[config.mk]
export PLATFORM = sky130hd
export DESIGN_NAME = refill_tracker_param
export DESIGN_NICKNAME = d
export VERILOG_FILES = /design/src/rtl/refill_tracker_pkg.sv /design/src/rtl/refill_tracker_ffs.sv /design/src/rtl/refill_tracker_param.sv
export SDC_FILE = /design/constraint.sdc
export NUM_CORES = 1
export LEC_CHECK = 0
export ABC_AREA = 0
export BUFFER_PORTS_ARGS = -buffer_cell sky130_fd_sc_hd__buf_2
export CAP_MARGIN = 15
export CORE_ASPECT_RATIO = 1.75
export CORE_MARGIN = 2
export CORE_UTILIZATION = 62
export CTS_BUF_LIST = sky130_fd_sc_hd__clkbuf_16
export CTS_CLUSTER_DIAMETER = 150
export CTS_CLUSTER_SIZE = 24
export DETAILED_ROUTE_END_ITERATION = 16
export HOLD_SLACK_MARGIN = 0.03
export PLACE_DENSITY = 0.84
export SYNTH_ARGS = -nofsm -noshare
export SYNTH_HDL_FRONTEND = slang
export SYNTH_SLANG_ARGS = --single-unit
[constraint.sdc]
create_clock -name clk -period 9 [get_ports clk]
set_clock_uncertainty 0.15 [all_clocks]
set_input_delay 2.7 -clock clk [delete_from_list [all_inputs] [get_ports clk]]
set_output_delay 2.7 -clock clk [all_outputs]
set_load 0.01 [all_outputs]
[src/rtl/refill_tracker_pkg.sv]
// rtl/refill_tracker_pkg.sv - shared helpers for the refill tracker
package refill_tracker_pkg;

    // Widest valid-vector the popcount helper accepts; DEPTH must not exceed it.
    localparam int unsigned POPCOUNT_MAX = 64;

    function automatic int unsigned popcount(input logic [POPCOUNT_MAX-1:0] v);
        int unsigned cnt;
        cnt = 0;
        for (int i = 0; i < POPCOUNT_MAX; i++) begin
            cnt += 32'(v[i]);
        end
        return cnt;
    endfunction

endpackage

[src/rtl/refill_tracker_ffs.sv]
// rtl/refill_tracker_ffs.sv - lowest-set-bit finder (onehot, binary index, found)
//
// Ports:
//   req     in   WIDTH   request vector
//   onehot  out  WIDTH   only the lowest set bit of req
//   bin     out  IW      index of the lowest set bit (0 when none)
//   found   out  1       req has at least one bit set
module refill_tracker_ffs #(
    parameter int WIDTH = 8,
    localparam int IW = (WIDTH > 1) ? $clog2(WIDTH) : 1
) (
    input  logic [WIDTH-1:0] req,
    output logic [WIDTH-1:0] onehot,
    output logic [IW-1:0]    bin,
    output logic             found
);

    always_comb begin
        onehot = '0;
        bin    = '0;
        found  = 1'b0;
        for (int i = 0; i < WIDTH; i++) begin
            if (req[i] && !found) begin
                found     = 1'b1;
                onehot[i] = 1'b1;
                bin       = IW'(i);
            end
        end
    end

endmodule

[src/rtl/refill_tracker_param.sv]
// rtl/refill_tracker_param.sv - outstanding L1.5 refill tracker keyed by AXI ID
//
// Ports:
//   clk, rst_n                    clock, synchronous active-low reset
//   push_req_i/ID_i/addr_i        allocate an entry; push_gnt_o / push_error_o (duplicate ID)
//   push_full_o                   all entries valid
//   pop_i/pop_ID_i                release the entry holding pop_ID_i; pop_addr_o, pop_error_o
//   pop_empty_o                   no entry valid
//   RESP_check_req_i/ID_i         RESP_check_is_valid_o: ID is outstanding
//   ADDR_check_req_i/addr_i       ADDR_check_hit_o / ADDR_check_ID_o: lowest matching entry
//   occupancy_o                   number of valid entries
//   timeout_o / timeout_idx_o     some entry reached TIMEOUT cycles; lowest such index
module refill_tracker_param
    import refill_tracker_pkg::*;
#(
    parameter int DEPTH      = 8,
    parameter int ID_WIDTH   = 14,
    parameter int ADDR_WIDTH = 32,
    parameter int TIMEOUT    = 1024
) (
    input  logic                       clk,
    input  logic                       rst_n,
    input  logic                       push_req_i,
    input  logic [ID_WIDTH-1:0]        push_ID_i,
    input  logic [ADDR_WIDTH-1:0]      push_addr_i,
    output logic                       push_gnt_o,
    output logic                       push_full_o,
    output logic                       push_error_o,
    input  logic                       pop_i,
    input  logic [ID_WIDTH-1:0]        pop_ID_i,
    output logic [ADDR_WIDTH-1:0]      pop_addr_o,
    output logic                       pop_empty_o,
    output logic                       pop_error_o,
    input  logic                       RESP_check_req_i,
    input  logic [ID_WIDTH-1:0]        RESP_check_ID_i,
    output logic                       RESP_check_is_valid_o,
    input  logic                       ADDR_check_req_i,
    input  logic [ADDR_WIDTH-1:0]      ADDR_check_addr_i,
    output logic                       ADDR_check_hit_o,
    output logic [ID_WIDTH-1:0]        ADDR_check_ID_o,
    output logic [$clog2(DEPTH):0]     occupancy_o,
    output logic                       timeout_o,
    output logic [$clog2(DEPTH)-1:0]   timeout_idx_o
);

    localparam int IDX_W = $clog2(DEPTH);
    localparam int OCC_W = IDX_W + 1;
    // With TIMEOUT==0 the age field collapses to one bit that never moves.
    localparam int AGE_W = (TIMEOUT > 0) ? $clog2(TIMEOUT + 1) : 1;

    typedef struct packed {
        logic                  valid;
        logic [ID_WIDTH-1:0]   id;
        logic [ADDR_WIDTH-1:0] addr;
        logic [AGE_W-1:0]      age;
    } entry_t;

    entry_t           ent_q [DEPTH];
    logic [OCC_W-1:0] occ_q;

    logic [DEPTH-1:0] valid_vec;
    logic [DEPTH-1:0] free_vec;
    logic [DEPTH-1:0] push_match;
    logic [DEPTH-1:0] pop_match;
    logic [DEPTH-1:0] resp_match;
    logic [DEPTH-1:0] addr_match;
    logic [DEPTH-1:0] expired;
    logic [DEPTH-1:0] valid_next;

    logic [DEPTH-1:0] free_onehot;
    logic [IDX_W-1:0] free_bin;
    logic             free_found;
    logic [DEPTH-1:0] addr_onehot;
    logic [IDX_W-1:0] addr_bin;
    logic             addr_found;
    logic [DEPTH-1:0] exp_onehot;
    logic [IDX_W-1:0] exp_bin;
    logic             exp_found;

    logic dup;
    logic pop_hit;
    logic pop_fire;

    always_comb begin
        valid_vec  = '0;
        push_match = '0;
        pop_match  = '0;
        resp_match = '0;
        addr_match = '0;
        expired    = '0;
        for (int i = 0; i < DEPTH; i++) begin
            valid_vec[i]  = ent_q[i].valid;
            push_match[i] = ent_q[i].valid && (ent_q[i].id == push_ID_i);
            pop_match[i]  = ent_q[i].valid && (ent_q[i].id == pop_ID_i);
            resp_match[i] = ent_q[i].valid && (ent_q[i].id == RESP_check_ID_i);
            addr_match[i] = ent_q[i].valid && (ent_q[i].addr == ADDR_check_addr_i);
            expired[i]    = (TIMEOUT > 0) && ent_q[i].valid
                            && (ent_q[i].age == AGE_W'(TIMEOUT));
        end
    end

    assign free_vec = ~valid_vec;

    refill_tracker_ffs #(.WIDTH(DEPTH)) u_free_ffs (
        .req    (free_vec),
        .onehot (free_onehot),
        .bin    (free_bin),
        .found  (free_found)
    );

    refill_tracker_ffs #(.WIDTH(DEPTH)) u_addr_ffs (
        .req    (addr_match),
        .onehot (addr_onehot),
        .bin    (addr_bin),
        .found  (addr_found)
    );

    refill_tracker_ffs #(.WIDTH(DEPTH)) u_exp_ffs (
        .req    (expired),
        .onehot (exp_onehot),
        .bin    (exp_bin),
        .found  (exp_found)
    );

    // Finder outputs that this instance configuration does not consume.
    logic unused_ffs;
    assign unused_ffs = ^{free_bin, free_found, addr_bin, exp_onehot};

    assign dup          = |push_match;
    assign push_full_o  = (occ_q == OCC_W'(DEPTH));
    // Full is judged on registered state: a pop in the same cycle does not make room.
    assign push_gnt_o   = push_req_i & ~push_full_o & ~dup;
    assign push_error_o = push_req_i & dup;

    assign pop_hit      = |pop_match;
    assign pop_fire     = pop_i & pop_hit;
    assign pop_error_o  = pop_i & ~pop_hit;
    assign pop_empty_o  = (occ_q == '0);

    assign RESP_check_is_valid_o = RESP_check_req_i & (|resp_match);
    assign ADDR_check_hit_o      = ADDR_check_req_i & addr_found;

    assign occupancy_o   = occ_q;
    assign timeout_o     = exp_found;
    assign timeout_idx_o = exp_bin;

    // IDs and the address finder onehot select at most one entry, so OR-muxing is exact.
    always_comb begin
        pop_addr_o      = '0;
        ADDR_check_ID_o = '0;
        for (int i = 0; i < DEPTH; i++) begin
            if (pop_i && pop_match[i]) begin
                pop_addr_o = pop_addr_o | ent_q[i].addr;
            end
            if (ADDR_check_req_i && addr_onehot[i]) begin
                ADDR_check_ID_o = ADDR_check_ID_o | ent_q[i].id;
            end
        end
    end

    assign valid_next = (valid_vec & ~({DEPTH{pop_fire}} & pop_match))
                      | ({DEPTH{push_gnt_o}} & free_onehot);

    always_ff @(posedge clk) begin
        if (!rst_n) begin
            for (int i = 0; i < DEPTH; i++) begin
                ent_q[i] <= '0;
            end
            occ_q <= '0;
        end else begin
            for (int i = 0; i < DEPTH; i++) begin
                // A push only targets a free entry and a pop only a valid one, so they never collide.
                if (push_gnt_o && free_onehot[i]) begin
                    ent_q[i].valid <= 1'b1;
                    ent_q[i].id    <= push_ID_i;
                    ent_q[i].addr  <= push_addr_i;
                    ent_q[i].age   <= '0;
                end else begin
                    if (pop_fire && pop_match[i]) begin
                        ent_q[i].valid <= 1'b0;
                    end
                    if ((TIMEOUT > 0) && ent_q[i].valid
                        && (ent_q[i].age != AGE_W'(TIMEOUT))) begin
                        ent_q[i].age <= ent_q[i].age + AGE_W'(1);
                    end
                end
            end
            occ_q <= OCC_W'(popcount(POPCOUNT_MAX'(valid_next)));
        end
    end

endmodule
* Yosys cells after proc, flatten, opt, wreduce, memory -nomap -nowiden *
Memories as Yosys holds them, arrays and structs flattened.
Index checks and enable logic that the tools add are counted.

storage, ports and cells
  flip-flop bits (word level) = 4
  bits in writable memories = 464
  input bits = 112
  word-level logic and storage cells = 467
  memories kept = 1

memory list
  name   words  bits a word  read ports  clocked after Yosys merged registers in  wr ports  line                        text
  ent_q  8      58           8           0                                        8         refill_tracker_param.sv:58  entry_t ent_q [DEPTH];

cells by class
  $add $sub $neg = 15
  equal/unequal tests = 49
  muxes and demuxes = 197
  bitwise logic cells = 78
  reductions and logical operators = 126

operators by type and width
  cell                                                              count
  32-bit two-way mux                                                16
  14-bit equality test                                              24
  32-bit equality test                                              8
  14-bit two-way mux                                                16
  32-bit OR                                                         7
  11-bit two-way mux                                                16
  1-bit two-way mux                                                 143
  1-bit logical AND                                                 101
  14-bit OR                                                         7
  11-bit by 1-bit adder with 11-bit output (second input constant)  8
  11-bit equality test (second input constant)                      8
  11-bit inequality test (second input constant)                    8
  1-bit OR                                                          48
  8-bit AND                                                         3
  8-bit OR reduction                                                3
  1-bit zero test                                                   21
  4-bit by 1-bit adder with 4-bit output                            4
  8-bit NOT                                                         2
  3-bit two-way mux                                                 4
  8-bit OR                                                          1
  1-bit AND                                                         7
  3-bit by 1-bit adder with 4-bit output                            1
  4-bit equality test (second input constant)                       1
  4-bit zero test                                                   1
  other kinds (4)                                                   7

* Longest topological paths before layout *
An unclocked memory read counts as a cell.

  depth in word-level cells = 33
  gate-level depth with buffers = 20
  mapped depth without buffers = 17

* Cells and area by module *
Synthesis repeated with hierarchy kept, for this count alone.

unflattened totals
  cells, all modules = 2704
  area total of the unflattened synthesis = 28940.3 um^2

by module, submodules not included
  module                instances  cells each  area an instance (um^2)
  refill_tracker_param  1          2638        28489.8
  refill_tracker_ffs    3          22          150.1

* Worst setup path before layout *
No wires, ideal clock.

  kind = in2reg
  start = input port push_ID_i[9]
  end = memory ent_q[1][185] in the netlist's numbering, enable pin
  setup time = 0.513 ns
  arrival time = 7.409 ns
  slack = 0.928 ns
  cell stages on the path = 9
  path buffers = 2
  path through = buf_4 > xnor2_1 > nand4_1 > nor4_1 > nor4_1 > nand4bb_1 > or2_2 > clkbuf_1 > o21ai_0

RTL lines
  element      line                        text
  from (decl)  refill_tracker_param.sv:24  input logic [ID_WIDTH-1:0] push_ID_i,
  to (decl)    refill_tracker_param.sv:58

* Worst setup path after layout *
  start = input port ADDR_check_addr_i[19]
  end = output port ADDR_check_ID_o[1]

between the ends
  word-level cells in the longest chain between the ends = 26
  elaborated cells on any way between the ends = 67
  classes of those cells = eq/ne: 8; mux: 22; bitwise: 7; reduce/logical: 30

ends and longest elaborated chain
  element                 line                         text
  from (decl)             refill_tracker_param.sv:38   input logic [ADDR_WIDTH-1:0] ADDR_check_addr_i,
  32-bit equality test    refill_tracker_param.sv:96   addr_match[i] = ent_q[i].valid && (ent_q[i].addr == ADDR_check_addr_i);
  1-bit logical AND       refill_tracker_param.sv:96
  1-bit two-way mux       refill_tracker_ffs.sv:23     if (req[i] && !found) begin
  1-bit zero test         refill_tracker_ffs.sv:23
  1-bit logical AND       refill_tracker_ffs.sv:23
  1-bit two-way mux       refill_tracker_ffs.sv:23
  1-bit zero test         refill_tracker_ffs.sv:23
  1-bit logical AND       refill_tracker_ffs.sv:23
  [10 not listed]         --
  1-bit zero test         refill_tracker_ffs.sv:23
  1-bit logical AND       refill_tracker_ffs.sv:23
  1-bit two-way mux       refill_tracker_ffs.sv:23
  1-bit zero test         refill_tracker_ffs.sv:23
  1-bit logical AND       refill_tracker_ffs.sv:23
  1-bit two-way mux       refill_tracker_ffs.sv:23
  1-bit logical AND       refill_tracker_param.sv:155  if (ADDR_check_req_i && addr_onehot[i]) begin
  14-bit two-way mux (*)  refill_tracker_param.sv:155
  to (decl)               refill_tracker_param.sv:40   output logic [ID_WIDTH-1:0] ADDR_check_ID_o,

Every way passes the cells marked *; elsewhere a longest branch is shown, timed or not.

==> run metrics <==
register bit count reported by yosys 468; Clk pwr share 25.0%; final setup margin 0.187 ns; clock-pin slew on the worst setup and hold paths 0.09 ns; hpwl dp 84100 um; initial antenna violation count 10; cts hold-fix bufs 0; headroom to the max-slew limit 20.7%; Synth Instances 2626; cts bufs inserted 23; VDD IR max 190 uV; Reg power frac 58.7%; DRC 0; largest net degree at the start of global routing 51; Final Critical Period 8.81 ns; Synth top area share 49.5%; Syn. warnings 0; final net count 2820; crit path max fanout 14; number of synthesized flops with an enable pin 464; Worst setup EP type primary output; worst slew pin tran 1.19 ns; Crit Path Category in2out; vias per cell 7.17; Internal Power 3.26 mW; sequential cell area 0.0140 sq mm; Placed Cells 3236; Mapped Area 0.0282 sq mm; WP data required 6.15 ns; Sw Ratio 30.4%; core area 0.0450 sq mm; # IOs 173; Area Overhead vs Synth 6.04%; fin. max-slew vios 0; GRT overflow 0; worst skew pair latency 0.62 ns; Synth async-reset ratio 0%; die height 286 um; total power divided by cell area 157 mW/mm^2; max_cap viols 0; CTS tree built; top post-synthesis cells by area edfxtp_1 (49%), xnor2_1 (14%), xor2_1 (6.3%), nor2_1 (5.1%), nand4_1 (3.0%); fin cells 3279; Syn Area/Cell 10.7 sq um; via count 23500; Worst Path Arrival 5.96 ns; Initial DRT Pass Iterations 7; die area 0.0472 sq mm; CTS Sinks 468; outcome finished clean; startpoint types input pin; Root Driver clkbuf_16; largest area contributor in the netlist edfxtp_1; LEAKAGE 10.7 nW; gr usage total 53.6%; Final setup viols 0; DRT Wirelength 122000 um; register area share after synthesis 49.7%; wire length per cell 37.3 um; prevailing post-synth register cell edfxtp_1; pre-CTS setup slack 0.134 ns; synth unique cells 55; synth cell count leaders edfxtp_1 (464), xnor2_1 (460), nor2_1 (380), xor2_1 (202), nand3_1 (162); NetSw 1.43 mW; First DRT Iteration DRCs 3833; Starting Density 62.6%; Final Cycle Share 97.9%; share of layout cells above drive strength 1 11.2%; cells on worst reg2reg path 18; final hold vios 0; CTS Buffer Depth 3; area of the multi-input gates 0.0128 sq mm; global-route wire length before repair 175000 um; Fill cells 3472; fin area 0.0299 sq mm; Hold Path Class reg2reg; row cnt 103; Comb power frac 16.2%; Max H-tree Level 1; most frequent cell after synthesis edfxtp_1; Hold Path Depth 1; IO Port Bufs 172; maximum clock frequency 0.113 GHz; Area after DPL 0.0292 sq mm; RSZ-0062 raised after global routing no; vias in the first global route 23300; chip width 165 um; GP Congestion 1.14; post-route ant nets 0; Mapped Nets 2761
-- layout make-up --
| class | instances | share of cell area (%) |
|---|---|---|
| Clock inverter | 12 | 0.209 |
| Sequential cell | 468 | 46.9 |
| Tap cell | 577 | 2.42 |
| Inverter | 109 | 1.37 |
| Timing Repair Buffer | 222 | 4.30 |
| Antenna cell | 7 | 0.0586 |
| Multi-Input combinational cell | 1861 | 42.8 |
| Clock buffer | 23 | 1.93 |
-- timing repair --
action / 4_1_cts / 5_1_grt
endpoints found under the setup margin: 0 / 3
setup buffers: 0 / 0
resized for setup: 0 / 1
-- power by group through the flow --
stage	sequential, mW	combinational, mW	clock (mW)
after floorplan	2.69	0.468	0
after global placement	2.76	0.696	0
after detailed placement	2.77	0.712	0
after CTS	2.72	0.717	1.15
after global routing	2.76	0.789	1.24
final	2.76	0.761	1.17
-- per-layer routing --
metal  GRT usage [%]  wire length, um  vias up  part of all wire [%]
li1                -                -     9380                     -
met1            55.0            35200    11200                    29
met2            80.3            55400     2095                    45
met3            24.0            15800      816                    13
met4            49.4            15600       13                    13
met5            6.03              254        -                  0.21
-- flip-flops by register name (all words and copies together), names as in the netlist --
| register | count |
|---|---|
| occupancy_o | 4 |
| ent_q | 464 |
-- cells in the final DEF, fill, tap and decap left out, drive strengths merged, types with 6 or more instances in the layout --
master	n
edfxtp	464
xnor2	460
nor2	380
buf	222
xor2	202
nand3	162
nand4	136
inv	120
nor4	85
nand2	78
a22oi	65
and3	47
a221oi	45
a22o	33
o21ai	28
and2	27
clkbuf	23
nor3	22
ha	19
o32ai	13
diode	7
or2	6
a21oi	6
-- per-stage QoR --
stage	power, mW	hold WS (ns)	utilization [%]	setup TNS (ns)
after floorplan	3.16	0.428	-	0
after global placement	3.46	0.454	64.9	-0.0476
after detailed placement	3.48	0.466	64.9	0
after CTS	4.59	0.488	66.3	0
after global routing	4.79	0.536	66.4	0
final	4.69	0.496	66.4	0
-- cell families after synthesis --
group                      Yosys count  synth area share [%]
and+or+nand+nor                    972                  17.2
xor gates and xnor gates           662                  20.6
DFF                                468                  49.7
buffers and inverters              297                  5.26
AOI/OAI and AO/OA                  204                  6.05
adders and majority gates           23                  1.13
-- worst max-delay path: stages --
cell,delay (ns)
buf_2,0.18
xnor2_1,0.88
nand4_1,0.34
nor2_1,0.42
and4bb_4,0.36
nor4_4,0.06
buf_4,0.21
a221oi_1,0.38
nand4_1,0.21
buf_2,0.20
-- path summary, 6_finish.rpt --
kind	slack, ns	end	startpoint
hold / removal	0.50	ent_q[0][58]	ent_q[0][58]
setup reg to reg	3.15	occupancy_o[2]	ent_q[1][227]
setup / recovery	0.19	ADDR_check_ID_o[1]	ADDR_check_addr_i[19]
hold reg to reg	0.50	ent_q[0][58]	ent_q[0][58]
Note: power is estimated with default switching activity, not from simulation.
